==> src/rtl/ex_ctrl_unit.sv <==
// ex_ctrl_unit: registered execute-stage control decode plus a mult/div
// launch/wait sequencer with a timeout watchdog.
// Optional feature macro: EX_CTRL_MULDIV_EN. When defined, R-type mul/div
// (opcode 00000, alu_op 00110/00111) are launched through md_start and the
// unit waits for md_ready or the watchdog. When undefined, mul/div decode
// as ordinary R-type ops and the multdiv handshake pins are tied off.
module ex_ctrl_unit #(
   parameter int ALU_OPW    = 5,
   parameter int MD_TIMEOUT = 40
) (
   input  logic               clock,
   input  logic               reset_n,
   input  logic               in_valid,
   output logic               in_ready,
   input  logic [4:0]         opcode,
   input  logic [ALU_OPW-1:0] alu_op,
   input  logic               flush,
   output logic               out_valid,
   output logic               alu_op_choice,
   output logic               alu_in_B,
   output logic               j_alpha,
   output logic               j_beta,
   output logic               alu_addsub,
   output logic [ALU_OPW-1:0] alu_op_out,
   output logic               md_start,
   output logic               md_is_div,
   input  logic               md_ready,
   output logic               md_err
);

   // Decoded control bundle, loaded only on accept and held otherwise.
   typedef struct packed {
      logic               op_choice;
      logic               in_b;
      logic               j_a;
      logic               j_b;
      logic               addsub;
      logic [ALU_OPW-1:0] aluop;
   } ctrl_t;

   // Opcode decode; anything not listed yields an all-zero bundle.
   function automatic ctrl_t decode(input logic [4:0] opc, input logic [ALU_OPW-1:0] fn);
      ctrl_t c;
      c = '0;
      case (opc)
         5'b00000: c.aluop = fn;
         5'b00101, 5'b00111, 5'b01000: begin
            c.in_b      = 1'b1;
            c.op_choice = 1'b1;
         end
         5'b00010: begin
            c.op_choice = 1'b1;
            c.addsub    = 1'b1;
            c.aluop     = ALU_OPW'(1);
         end
         5'b00110: begin
            c.addsub = 1'b1;
            c.aluop  = ALU_OPW'(1);
         end
         5'b00001, 5'b00011, 5'b10110: begin
            c.j_a = 1'b1;
            c.j_b = 1'b1;
         end
         5'b00100: c.j_a = 1'b1;
         default: c = '0;
      endcase
      return c;
   endfunction

   ctrl_t ctrl_q, ctrl_d;
   logic  vld_q, vld_d;
   logic  start_q, start_d;
   logic  div_q, div_d;
   logic  err_q, err_d;
   logic  accept;

`ifdef EX_CTRL_MULDIV_EN
   localparam int CNTW = $clog2(MD_TIMEOUT + 1);

   typedef enum logic [0:0] {IDLE, MD_WAIT} state_t;

   state_t          state_q, state_d;
   logic [CNTW-1:0] cnt_q, cnt_d;
   logic            is_md;

   assign in_ready = (state_q == IDLE);
   assign accept   = in_valid & in_ready & ~flush;
   assign is_md    = (opcode == 5'b00000) &&
                     ((alu_op == ALU_OPW'(6)) || (alu_op == ALU_OPW'(7)));

   // Next-state: launch mult/div on accept, then wait for ready, timeout or flush.
   always_comb begin
      state_d = state_q;
      cnt_d   = cnt_q;
      ctrl_d  = ctrl_q;
      div_d   = div_q;
      vld_d   = 1'b0;
      start_d = 1'b0;
      err_d   = 1'b0;
      case (state_q)
         IDLE: begin
            if (accept) begin
               ctrl_d = decode(opcode, alu_op);
               div_d  = is_md & (alu_op == ALU_OPW'(7));
               if (is_md) begin
                  start_d = 1'b1;
                  cnt_d   = '0;
                  state_d = MD_WAIT;
               end else begin
                  vld_d = 1'b1;
               end
            end
         end
         MD_WAIT: begin
            // Flush wins over both completion paths; md_ready wins over timeout.
            if (flush) begin
               cnt_d   = '0;
               state_d = IDLE;
            end else if (md_ready) begin
               vld_d   = 1'b1;
               cnt_d   = '0;
               state_d = IDLE;
            end else if (cnt_q == CNTW'(MD_TIMEOUT - 1)) begin
               vld_d   = 1'b1;
               err_d   = 1'b1;
               cnt_d   = '0;
               state_d = IDLE;
            end else begin
               cnt_d = cnt_q + 1'b1;
            end
         end
         default: begin
            cnt_d   = '0;
            state_d = IDLE;
         end
      endcase
   end
`else
   logic unused_md_ready;

   assign unused_md_ready = md_ready;
   assign in_ready        = 1'b1;
   assign accept          = in_valid & ~flush;

   // Plain registered decode; mul/div are ordinary R-type ops here.
   always_comb begin
      ctrl_d  = ctrl_q;
      vld_d   = accept;
      start_d = 1'b0;
      div_d   = 1'b0;
      err_d   = 1'b0;
      if (accept) ctrl_d = decode(opcode, alu_op);
   end
`endif

   // All state and registered outputs.
   always_ff @(posedge clock or negedge reset_n) begin
      if (!reset_n) begin
`ifdef EX_CTRL_MULDIV_EN
         state_q <= IDLE;
         cnt_q   <= '0;
`endif
         ctrl_q  <= '0;
         vld_q   <= 1'b0;
         start_q <= 1'b0;
         div_q   <= 1'b0;
         err_q   <= 1'b0;
      end else begin
`ifdef EX_CTRL_MULDIV_EN
         state_q <= state_d;
         cnt_q   <= cnt_d;
`endif
         ctrl_q  <= ctrl_d;
         vld_q   <= vld_d;
         start_q <= start_d;
         div_q   <= div_d;
         err_q   <= err_d;
      end
   end

   assign out_valid     = vld_q;
   assign alu_op_choice = ctrl_q.op_choice;
   assign alu_in_B      = ctrl_q.in_b;
   assign j_alpha       = ctrl_q.j_a;
   assign j_beta        = ctrl_q.j_b;
   assign alu_addsub    = ctrl_q.addsub;
   assign alu_op_out    = ctrl_q.aluop;
   assign md_start      = start_q;
   assign md_is_div     = div_q;
   assign md_err        = err_q;

endmodule

==> config.mk <==
export PLATFORM = sky130hd
export DESIGN_NAME = ex_ctrl_unit
export DESIGN_NICKNAME = d
export VERILOG_FILES = /design/src/rtl/ex_ctrl_unit.sv
export SDC_FILE = /design/constraint.sdc
export NUM_CORES = 1
export LEC_CHECK = 0
export BUFFER_PORTS_ARGS = -buffer_cell sky130_fd_sc_hd__buf_2
export CAP_MARGIN = 25
export CORE_MARGIN = 2
export CORE_UTILIZATION = 40
export DETAILED_ROUTE_END_ITERATION = 12
export HOLD_SLACK_MARGIN = 0.05
export PLACE_DENSITY = 0.83
export SETUP_SLACK_MARGIN = 0.1
export SYNTH_ARGS = -nofsm -noshare
export SYNTH_HDL_FRONTEND = slang
export SYNTH_SLANG_ARGS = --single-unit
==> constraint.sdc <==
create_clock -name clock -period 0.9 [get_ports clock]
set_clock_uncertainty 0.2 [all_clocks]
set_input_delay 0.045 -clock clock [delete_from_list [all_inputs] [get_ports clock]]
set_output_delay 0.045 -clock clock [all_outputs]
set_load 0.01 [all_outputs]
==> key figures <==
Critical path
  • Critical path, cell by cell: buf_2
  • R2r startpoint: alu_op_out[0]
  • CP required: roughly 650 ps
  • Worst Setup SP: alu_addsub
  • Crit-path slowest cell: dfrtp_1
  • Startpoint types: flop
  • CP Data Arrival Time: ~800 ps
  • Crit-path max cell delay: a little under 400 ps
  • Worst-path maximum fanout: 2
  • CP endpoint kind: output port
  • Setup Crit Path Kind: flop to output port
  • WP buf/inv: 1
  • Critical path's top delay family: flip-flops

Die
  • I/O pins: 30
  • Die width: 41.8 µm
  • Placement row count: 13
  • Chip height: approximately 42 µm
  • Core area: approximately 1300 µm²
  • Die area: about 1700 µm²
  • Initial Util: 43.4%

Finish
  • Layout cell share with drive strength beyond 1: a little under two thirds
  • Synth-to-layout area growth: 67.2%
  • Util after Layout: 72.6%
  • Post-route insts no fill: 117
  • Ant. Diodes: 0
  • Layout Nets: 118

Run
  • Max_cap viols: 0

Hold path
  • HP Class: input port to flop
  • Critical hold path startpoint: alu_op[3]

Synth
  • Syn avg cell area: 9.53 µm²
  • Distinct cells, synth: 25
  • Register area share after synthesis: between 40% and 50%
  • Mapped Cells: 60
  • Primary FF master, synth: dfrtp_1
  • Yosys reg bits: 11
  • Synth Cell Area: around 570 µm²
  • Asr flop ratio synth: 100%
  • Post-synth EDFFs: 0
  • Number of synthesis warnings: 0

Clocking
  • # clock sinks: 11
  • Bufs on Longest Clock Path: 2
  • Worst skew pair latency: between 200 and 300 ps
  • CTS clk-pin slew, worst paths: ~70 ps
  • H-tree level count: 1
  • CTS buffer count: 3
  • CTS Hold Bufs: 1
  • Clock tree from TritonCTS: done
  • CTS root buf: clkbuf_4

Outcome
  • Status: complete, but fails checks
  • Violated checks: hold timing, setup timing

Timing
  • Final setup violating endpoints: 21
  • Final worst slack: -144 ps
  • Fin Hold WS: -172 ps
  • Fmax: approximately 0.96 GHz
  • Final Max Slew Viols: 0
  • Final TNS setup: -2100 ps
  • RSZ-0062 raised after global routing: yes
  • Final hold vios: 22
  • Final period utilization: 116%
  • Tmin final: around 1000 ps

Pwr
  • Pwr dens: 1230 nW/µm²
  • Static leakage: between 0.4 and 0.5 nW
  • Total power: 1.18 mW
  • Worst vdd ir: 0.974 mV

Detailed routing
  • DRC errors left: 0
  • Vias per cell: slightly below 5
  • Antenna-violating nets left: 0
  • First DRT Iteration DRCs: 4
  • Routed WL per cell: between 10 and 15 µm
  • Post-Route WL: 1.37 mm
  • Via count: about 580
  • DRT Pass-1 Iters: 2

GRT
  • First-pass GRT wire length: around 2.3 mm
  • Largest net degree at the start of global routing: 12
  • Final global-route overflow total: 0
  • GRT Total Usage: around 17%
  • Vias in the first global route: ~560
  • Initial antenna violation count: 0

Placed design
  • Placed instance count: ~100
  • Buffers added on ports: 24
  • RePlAce Congestion: roughly 0.73
  • DP HPWL: 1.01 mm
==> path summary, 6_finish.rpt <==
kind | endpoint | slack, ps | cells after the start
min | alu_op_out[3] | -170 | 3
max | alu_addsub | -140 | 1
max reg2reg | alu_op_out[0] | -120 | 4
min in group asynchronous | alu_op_out[4] | -20 | 2
max in group asynchronous | out_valid | 320 | 2
min reg2reg | alu_in_B | 270 | 1
==> cell usage after synthesis, types with 2 or more instances <==
cell type	instances	area [µm²]
inv_1	2	7.51
dfrtp_1	11	275
o31ai_1	2	15.0
o21ai_1	4	20.0
a211oi_1	3	22.5
nand2_1	12	45.0
buf_4	5	37.5
conb_1	2	7.51
nor2_1	2	7.51
xnor2_1	2	17.5
==> through the flow <==
| step | worst slack (ps) | instance area [µm²] | hold WS [ps] |
|---|---|---|---|
| after CTS | -131 | 872 | -176 |
| after global placement | -376 | 738 | -281 |
| final | -144 | 956 | -172 |
| after floorplan | -260 | 609 | -451 |
| after detailed placement | -425 | 738 | -274 |
| after global routing | -175 | 956 | -175 |
==> layout make-up <==
class,count,area (µm²)
Tap cell,15,18.8
Multi-Input combinational cell,42,328
Clock buffer,4,26.3
Fill cell,95,362
Inverter,2,7.51
Timing Repair Buffer,43,300
Sequential cell,11,275
==> sequential cells by signal, indices dropped and copies added (netlist names) <==
signal,cells
alu_op_out,5
alu_addsub,1
alu_in_B,1
alu_op_choice,1
j_alpha,1
j_beta,1
out_valid,1
==> repair_timing <==
item,in CTS,in global routing
endpoints found under the setup margin,21,21
resized for setup,11,15
buffers inserted,7,3
endpoints found under the hold margin,22,22
pin swaps,1,1
==> layout by cell type (no fill, tap or decap) <==
cell type      netlist  routed
buf_2                0      22
buf_4                5      12
dfrtp_1             11      11
nand2_1             12       9
buf_6                1       8
o21ai_2              0       4
conb_1               2       4
a211oi_2             1       3
clkbuf_4             0       3
or3_4                1       2
xnor2_1              2       2
nor2_4               0       2
o31ai_2              0       2
nand2_2              0       2
nand2b_4             0       1
inv_2                0       1
nor2b_1              1       1
nor3b_2              0       1
a211oi_1             3       1
inv_1                2       1
a21oi_1              1       1
nand2_4              0       1
a31oi_1              1       1
o21ai_1              4       1
nand3b_1             1       1
o311a_1              1       1
or4b_4               0       1
a21o_1               1       1
clkbuf_1             1       1
dlygate4sd3_1        0       1
==> metal layers <==
metal  wire length [µm]  up-vias  GRT usage (%)
li1                   -      287              -
met1                579      265           21.2
met2                677       22           29.1
met3                 94        2           5.22
met4                 18        0           5.81
met5                  0        -              0
==> logic make-up (layout without fill, tap and decap cells) <==
| logic type | after synthesis | in the layout | synth area share (%) |
|---|---|---|---|
| AND/OR/NAND/NOR | 21 | 21 | 18.8 |
| buffers and inverters | 9 | 49 | 10.5 |
| flip-flops | 11 | 11 | 48.1 |
| XOR/XNOR | 2 | 2 | 3.06 |
| AO/OA/AOI/OAI | 15 | 15 | 18.2 |
| other | 2 | 4 | 1.31 |
==> report_power, final <==
group          total, mW  internal, mW  switching (mW)
Sequential         0.536         0.521          0.0142
Combinational      0.310         0.164           0.146
Clock              0.335         0.171           0.163
(Power assumes the default switching activity.)
